$ cat src/rtl/pokey_bus_capture.sv
// Cartridge-bus write capture for the POKEY window: synchronises the async bus, detects
// qualified phi2 falls and queues (addr, data) in a small FIFO. Optional debug: CAPTURE_DEBUG_EN.
module pokey_bus_capture #(
    parameter logic [11:0] BASE_HI     = 12'h045,
    parameter int          FIFO_DEPTH  = 4,
    parameter int          SYNC_STAGES = 2,
    parameter int          MIN_HIGH    = 8
) (
    input  logic        clk,
    input  logic        reset,
    input  logic [15:0] bus_a,
    input  logic [7:0]  bus_d,
    input  logic        bus_phi2,
    input  logic        bus_rw,
    input  logic        bus_halt,
    output logic        wr_valid,
    input  logic        wr_ready,
    output logic [3:0]  wr_addr,
    output logic [7:0]  wr_data,
    output logic [$clog2(FIFO_DEPTH):0] fifo_level,
    output logic        overflow
`ifdef CAPTURE_DEBUG_EN
    ,
    output logic [7:0]  dbg_drop_cnt,
    output logic [11:0] dbg_last_wr
`endif
);
    localparam int AW = $clog2(FIFO_DEPTH);
    localparam int LW = AW + 1;
    localparam int HW = $clog2(MIN_HIGH + 1);

    typedef struct packed {
        logic [15:0] a;
        logic [7:0]  d;
        logic        phi2;
        logic        rw;
        logic        halt;
    } bus_t;

    bus_t                    bus_in;
    bus_t [SYNC_STAGES-1:0]  sync_q;
    bus_t                    bus_dly;
    logic [HW-1:0]           hcnt;
    logic                    phi2_s;
    logic                    fall, qual;

    assign bus_in = {bus_a, bus_d, bus_phi2, bus_rw, bus_halt};
    assign phi2_s = sync_q[SYNC_STAGES-1].phi2;

    always_ff @(posedge clk or posedge reset) begin
        if (reset) begin
            sync_q  <= '0;
            bus_dly <= '0;
        end else begin
            sync_q  <= {sync_q[SYNC_STAGES-2:0], bus_in};
            bus_dly <= sync_q[SYNC_STAGES-1];
        end
    end

    // Counts synced phi2-high cycles; a fall only counts once the pulse was long enough.
    always_ff @(posedge clk or posedge reset) begin
        if (reset)
            hcnt <= '0;
        else if (!phi2_s)
            hcnt <= '0;
        else if (hcnt != HW'(MIN_HIGH))
            hcnt <= hcnt + 1'b1;
    end

    assign fall = bus_dly.phi2 & ~phi2_s & (hcnt == HW'(MIN_HIGH));
    assign qual = fall & ~bus_dly.rw & bus_dly.halt & (bus_dly.a[15:4] == BASE_HI);

    logic       ev_vld;
    logic [3:0] ev_addr;
    logic [7:0] ev_data;

    always_ff @(posedge clk or posedge reset) begin
        if (reset) begin
            ev_vld  <= 1'b0;
            ev_addr <= '0;
            ev_data <= '0;
        end else begin
            ev_vld <= qual;
            if (qual) begin
                ev_addr <= bus_dly.a[3:0];
                ev_data <= bus_dly.d;
            end
        end
    end

    logic [FIFO_DEPTH-1:0][11:0] mem;
    logic [AW-1:0]               wr_ptr, rd_ptr;
    logic [LW-1:0]               level;
    logic                        full, pop, push, drop;

    assign full  = (level == LW'(FIFO_DEPTH));
    assign pop   = wr_valid & wr_ready;
    // A pop in the same cycle frees the slot, so a full FIFO still accepts the push.
    assign push  = ev_vld & (~full | pop);
    assign drop  = ev_vld & full & ~pop;

    always_ff @(posedge clk or posedge reset) begin
        if (reset) begin
            mem      <= '0;
            wr_ptr   <= '0;
            rd_ptr   <= '0;
            level    <= '0;
            overflow <= 1'b0;
        end else begin
            if (push) begin
                mem[wr_ptr] <= {ev_addr, ev_data};
                wr_ptr      <= wr_ptr + 1'b1;
            end
            if (pop)
                rd_ptr <= rd_ptr + 1'b1;
            case ({push, pop})
                2'b10:   level <= level + 1'b1;
                2'b01:   level <= level - 1'b1;
                default: level <= level;
            endcase
            if (drop)
                overflow <= 1'b1;
        end
    end

    assign wr_valid           = (level != '0);
    assign {wr_addr, wr_data} = mem[rd_ptr];
    assign fifo_level         = level;

`ifdef CAPTURE_DEBUG_EN
    always_ff @(posedge clk or posedge reset) begin
        if (reset) begin
            dbg_drop_cnt <= '0;
            dbg_last_wr  <= '0;
        end else begin
            if (drop && dbg_drop_cnt != 8'hFF)
                dbg_drop_cnt <= dbg_drop_cnt + 1'b1;
            if (ev_vld)
                dbg_last_wr <= {ev_addr, ev_data};
        end
    end
`endif

endmodule

$ cat config.mk
export PLATFORM = sky130hd
export DESIGN_NAME = pokey_bus_capture
export DESIGN_NICKNAME = d
export VERILOG_FILES = /design/src/rtl/pokey_bus_capture.sv
export SDC_FILE = /design/constraint.sdc
export NUM_CORES = 1
export LEC_CHECK = 0
export BUFFER_PORTS_ARGS = -buffer_cell sky130_fd_sc_hd__buf_2
export CAP_MARGIN = 40
export CORE_UTILIZATION = 30
export CTS_CLUSTER_DIAMETER = 120
export DETAILED_ROUTE_END_ITERATION = 10
export SYNTH_ARGS = -nofsm -noshare
export SYNTH_HDL_FRONTEND = slang
export SYNTH_SLANG_ARGS = --single-unit
$ cat constraint.sdc
create_clock -name clk -period 6.43 [get_ports clk]
set_clock_uncertainty 0.1 [all_clocks]
set_input_delay 0 -clock clk [delete_from_list [all_inputs] [get_ports clk]]
set_output_delay 0 -clock clk [all_outputs]
set_load 0.05 [all_outputs]
==> flow_summary.ini, run 1 <==
[outcome]
outcome = finished clean

[routing]
avgRoutedWirePerCell_um = 13.73
vias = 2576
dr.pass1.iters = 4
routed_wl_mm = 8.488
drc = 0
first_iter_violations = 59
drt-vias-per-instance = 4.168
ant_nets = 0

[clock_tree]
post_cts_buffers = 0
worstSkewPairLatency_ns = 0.42
clk_pin_slew_ns = 0.06
htreeDepth = 4
clkSinkCount = 154
clock_path_buffers = 2
tritoncts = yes
cts_made_buffers = 17
root_buffer = clkbuf_16

[final_layout]
fin_nets = 418
fin_util_pct = 38.72
stdcell_area_um2 = 6650
antenna_cells = 0
fin_cells = 618
fill_cells = 1617
area_growth_pct = 26.49
drive_gt1_share_pct = 39.19

[global_route]
grt_start_max_net_pins = 74
grt_pass1_vias = 2847
grt-ovfl-total = 0
grt_usage_pct = 10.74
grt_pass1_wl_mm = 14.35
antenna_found_initial = 0

[sta]
fin_tns_setup_ns = 0
fin_crit_sh_pct = 36.28
max_freq_ghz = 0.4287
whs_ns = 0.09105
hold_viol = 0
slew_headroom_pct = 50.81
worst_pin_slew_ns = 0.7378
layout_setup_ws_ns = 4.097
final_max_slew_viol_count = 0
rsz0062_at_grt = false
period_minus_slack_ns = 2.333
setup_viol = 0

[synthesis]
syn_nets = 328
netlist_area_um2 = 5258
dominantRegCellSynth = dfrtp_1
synth-seq-area-share_pct = 73.30
async_flop_share_pct = 100.0
synth_cell_types = 29
synth_edf_count = 0
ys_warn_count = 0
syn_avg_cell_area_um2 = 18.13
synth_cells = 290
synth-seq-cells = 154

[min_path]
hp-class = in -> async

[worst_setup_path]
path_buf_inv = 2
critPathCapture = fifo_level[2]
arrival_ns = 2.57
cp_max_fo = 8
worst_r2r_endpoint = fifo_level[2]
slowest_delay_ns = 0.43
crit_family = simple AND/OR/NAND/NOR gates
regToRegStartpoint = fifo_level[1]
crit_type = reg -> reg
critPathSlowestCell = dfrtp_1
cp_num_cells = 9
crit_required_ns = 6.67
reg2reg_slack_ns = 4.10
cp_cell_sequence = nor4b_1 -> nor2b_1 -> inv_1 -> ha_1 -> inv_1 -> fa_1 -> xor2_1 -> nor2_1 -> xor2_1
startpoint_type = flop
worst-r2r-cell-count = 9
crit_start = fifo_level[1]
cp-end-kind = flop

[placement]
finalWeightedCongestion = 0.7085
dpl.cell_count = 557
placed_area_um2 = 5792
dp_hpwl_mm = 5.336
post-place-ws_ns = 4.082
port_buffers = 46

[floorplanning]
rows = 48
core_area_um2 = 17180
dieWidth_um = 134.4
dieArea_um2 = 18060
dieHeight_um = 134.4
floorplan.initialDensity_pct = 30.61
num_io_pins = 47

[pwr]
p_total_mw = 1.988
leakage_nw = 3.205
powerDensity_nw_per_um2 = 299.0
ir_worst_vdd_uv = 151.5

[flow_run]
maxCapViolations = 0
## synth_stat cells, types with 3 or more instances
cell | number | area [um2]
ha_1 | 7 | 87.58
xor2_1 | 4 | 35.03
mux2_2 | 58 | 653.1
dfrtp_1 | 154 | 3854
inv_1 | 9 | 33.78
buf_2 | 5 | 25.02
and2_1 | 3 | 18.77
mux4_2 | 12 | 270.3
xnor2_1 | 5 | 43.79
nand2_1 | 8 | 30.03
## worst register-to-register path, stage by stage (launching register included)
cell and delay [ns]:
dfrtp_1 0.43, nor4b_1 0.39, nor2b_1 0.22, inv_1 0.09, ha_1 0.17, inv_1 0.06
fa_1 0.37, xor2_1 0.15, nor2_1 0.12, xor2_1 0.15
## registers in the layout, summed over array words and instances, names as in the netlist, 2 cells and up
name        count
ev_data         8
ev_addr         4
hcnt            4
mem            48
bus_dly        27
rd_ptr          2
wr_ptr          2
sync_q         53
fifo_level      3
## logic make-up (layout without fill, tap and decap cells)
| kind of cell | after synthesis | count (layout) | share of synthesized area (%) |
|---|---|---|---|
| flip-flops | 154 | 154 | 73.30 |
| multiplexers | 72 | 72 | 17.99 |
| AND/OR/NAND/NOR | 26 | 26 | 3.261 |
| buffers and inverters | 17 | 120 | 1.475 |
| XOR/XNOR | 9 | 9 | 1.499 |
| adder cells (fa/ha/maj) | 8 | 8 | 2.047 |
| AO/OA/AOI/OAI | 4 | 4 | 0.4283 |
## how the worst min path moves through the flow
stage / from / endpoint / slack, ns / cells after the start
after CTS: bus_a[3] / sync_q[14] / 0.1 / 2
final: reset / sync_q[6] / 0.09 / 3
after detailed placement: reset / sync_q[6] / 0.002 / 2
after global routing: bus_d[6] / sync_q[9] / 0.11 / 2
after global placement: reset / sync_q[6] / -0.009 / 2
after floorplan: bus_halt / sync_q[0] / -0.07 / 0
## placed cells by master (no fill, tap or decap), types with 2 or more instances in the layout
| cell type | netlist | final |
|---|---|---|
| o21ai_0 | 2 | 2 |
| nand2_1 | 8 | 8 |
| inv_8 | 0 | 2 |
| xnor2_1 | 5 | 5 |
| clkbuf_16 | 0 | 17 |
| and2_1 | 3 | 3 |
| clkinv_2 | 0 | 2 |
| mux4_2 | 12 | 12 |
| nor2b_1 | 2 | 2 |
| buf_2 | 5 | 46 |
| mux2_2 | 58 | 58 |
| dfrtp_1 | 154 | 154 |
| nor4bb_1 | 2 | 2 |
| ha_1 | 7 | 7 |
| inv_6 | 0 | 4 |
| inv_1 | 9 | 8 |
| dlygate4sd3_1 | 0 | 29 |
| clkinvlp_4 | 0 | 2 |
| clkinv_4 | 0 | 4 |
| nor2_1 | 2 | 2 |
| mux2_1 | 2 | 2 |
| xor2_1 | 4 | 4 |
## where the power goes
group,internal (mW),switching [mW]
clock,0.541,0.394
sequential,0.996,0.00825
combinational,0.0234,0.0253
total,1.56,0.428
## timing repair
item,in CTS,in global routing
resized for setup,0,0
endpoints found under the hold margin,92,0
hold buffers,29,0
## per-layer routing
layer	track usage, %	share of wire (%)	vias to the layer above
li1	-	-	1189
met1	12.60	43	1335
met2	17.73	52	39
met3	3.326	2.5	13
met4	5.556	2.2	0
met5	0	0	-
## cell type report
cell class	count	area [um2]	share of cell area (%)
clock inverters	14	138.9	2.088
inverters	9	38.79	0.5833
multi-input cells	119	1326	19.94
flip-flops and latches	154	3854	57.95
well taps	225	281.5	4.233
clock buffers	18	429.2	6.453
repair buffers	79	581.8	8.749
(Power assumes the default switching activity.)
==> inputs of run 2 (changes only) <==
--- a/config.mk
+++ b/config.mk
@@ -5,6 +5,7 @@
 export SDC_FILE = /design/constraint.sdc
 export NUM_CORES = 1
 export LEC_CHECK = 0
+export ABC_AREA = 1
 export BUFFER_PORTS_ARGS = -buffer_cell sky130_fd_sc_hd__buf_2
 export CAP_MARGIN = 40
 export CORE_UTILIZATION = 30
==> constraint.sdc (replaced) <==
create_clock -name clk -period 2.3 [get_ports clk]
set_clock_uncertainty 0.1 [all_clocks]
set_input_delay 0 -clock clk [delete_from_list [all_inputs] [get_ports clk]]
set_output_delay 0 -clock clk [all_outputs]
set_load 0.05 [all_outputs]
==> flow_summary.ini, run 2 <==
[outcome]
outcome = complete, but fails checks
violations = design-rule violations

[worst_setup_path]
cp-end-kind = output pin
cp_cell_sequence = inv_1 -> o21ai_0 -> o22ai_1 -> buf_2
slowest_delay_ns = 0.51
crit_type = reg -> out
crit_required_ns = 2.20
critPathSlowestCell = inv_1
cp_max_fo = 24
startpoint_type = flop
arrival_ns = 2.02

[flow_run]
maxCapViolations = 0

[sta]
final_max_slew_viol_count = 0
setup_viol = 0
hold_viol = 0
max_freq_ghz = 0.4723
slew_headroom_pct = 48.58
period_minus_slack_ns = 2.117
rsz0062_at_grt = false
fin_tns_setup_ns = 0
worst_pin_slew_ns = 0.7714
whs_ns = 0.1163
fin_crit_sh_pct = 92.05

[pwr]
leakage_nw = 3.428
powerDensity_nw_per_um2 = 1075
ir_worst_vdd_uv = 505.1

[synthesis]
synth_cells = 501
netlist_area_um2 = 5580
post-synth-top-area-cell = dfrtp_1
synth_top_cells_by_count = 154 x dfrtp_1, 129 x nand2_1, 61 x o21ai_0
ys_warn_count = 0
synth_most_common_cell = dfrtp_1
syn_avg_cell_area_um2 = 11.14
synth_edf_count = 0
ys_top_cells_by_area = dfrtp_1 69%, nand2_1 8.7%, o21ai_0 5.5%
synth_top_area_share_pct = 69.06
syn_nets = 539
async_flop_share_pct = 100.0
synth_cell_types = 25
dominantRegCellSynth = dfrtp_1
synth-seq-cells = 154
synth-seq-area-share_pct = 69.06

[clock_tree]
tritoncts = yes
worstSkewPairLatency_ns = 0.42
cts_made_buffers = 17
root_buffer = clkbuf_16
post_cts_buffers = 0
clkSinkCount = 154
htreeDepth = 4
clock_path_buffers = 2
clk_pin_slew_ns = 0.06

[final_layout]
final_common_cell = dfrtp_1
multiInputGateArea_um2 = 1436
fill_cells = 1731
final_cell_mix = 152 x dfrtp_1, 129 x nand2_1, 61 x o21ai_0
largest-register = sync_q
reg_top3 = sync_q x53, mem x48, bus_dly x27
area_growth_pct = 23.14
layout.area.seq_um2 = 3856
drive_gt1_share_pct = 16.61
largest_reg_flops = 53
fin_nets = 615
antenna_cells = 0

[floorplanning]
floorplan.initialDensity_pct = 30.85
core_area_um2 = 18090
dieArea_um2 = 19150
dieWidth_um = 138.4
num_io_pins = 47
rows = 49
dieHeight_um = 138.4

[placement]
dp_hpwl_mm = 6.593
port_buffers = 46
finalWeightedCongestion = 0.8257

[routing]
ant_nets = 0
routed_wl_mm = 10.66
first_iter_violations = 275
drt-vias-per-instance = 4.463
vias = 3655
drc = 8
avgRoutedWirePerCell_um = 13.02
dr.pass1.iters = 8

[min_path]
hp-class = in -> reg

[global_route]
grt_util_met2_pct = 19.77
met1_usage_pct = 15.28
grt-busiest-layer = met2
grt-ovfl-total = 0
antenna_found_initial = 0
grt_pass1_vias = 3728
grt_usage_pct = 12.27
grt_start_max_net_pins = 155
grt_pass1_wl_mm = 18.47
grt_use_met3_pct = 3.706
[run 2: cell count changes after synthesis, moves of 6 or more]
cell	delta
o22ai_1	+12
mux4_2	-12
inv_1	+16
o21ai_1	+17
o21ai_0	+59
nor2_1	+33
nand2_1	+121
nand4_1	+12
mux2_2	-58
buf_6	+6
[run 2: critical path, delay by kind of cell (launching register included)]
family	cells	cell delay, ns
compound gates	2	0.39
buf+inv	2	0.83
flops	1	0.38
[run 2: metal layers]
| metal | part of all wire (%) | wire [um] | vias to the layer above |
|---|---|---|---|
| met5 | 0 | 0 | - |
| met1 | 44 | 4672 | 1783 |
| met3 | 6.0 | 636 | 7 |
| met2 | 49 | 5245 | 93 |
| li1 | - | - | 1772 |
| met4 | 1.0 | 109 | 0 |
[run 2: where the power goes]
group / internal (mW) / switching [mW]
combinational: 0.412 / 1.22
clock: 1.69 / 1.13
sequential: 2.84 / 0.0992
[run 2: through the flow]
stage / utilization (%) / std cells / power, mW / worst slack [ns] / area [um2]
floorplan: - / 501 / 4.174 / 0.01128 / 5587
global placement: 33.02 / 758 / 4.548 / 0.3614 / 5972
detailed placement: 33.02 / 758 / 4.591 / 0.2519 / 5972
CTS: 37.97 / 819 / 7.466 / 0.1155 / 6868
global route: 37.99 / 819 / 7.747 / 0.007355 / 6872
finish: 37.99 / 819 / 7.388 / 0.1828 / 6872
[run 2: path summary, 6_finish.rpt]
check | slack (ns) | start | depth (start not counted) | endpoint
hold / removal | 0.12 | bus_d[0] | 2 | sync_q[3]
hold reg to reg | 0.25 | sync_q[48] | 0 | bus_dly[21]
max in group asynchronous | 1.27 | reset | 4 | mem[1]
setup reg to reg | 0.22 | fifo_level[1] | 9 | fifo_level[2]
min in group asynchronous | 0.28 | reset | 4 | bus_dly[24]
setup / recovery | 0.18 | rd_ptr[0] | 4 | wr_data[2]
[run 2: cell type report]
class	count	share of cell area [%]
Clock buffer	19	6.591
Multi-Input combinational cell	297	20.90
Tap cell	229	4.170
Inverter	25	1.475
Clock inverter	13	2.221
Timing Repair Buffer	82	8.521
Sequential cell	154	56.12
[run 2: kinds of logic after synthesis]
kind of cell / after synthesis / share of synthesized area, %
and+or+nand+nor: 188 / 14.06
DFF: 154 / 69.06
AOI/OAI and AO/OA: 96 / 8.969
xor gates and xnor gates: 5 / 0.7847
buffers and inverters: 50 / 5.202
adders and majority gates: 8 / 1.928
[run 2: timing repair]
item	CTS	global route
setup endpoints to repair	0	3
hold buffers	29	0
resized for setup	0	1
hold endpoints to repair	182	0
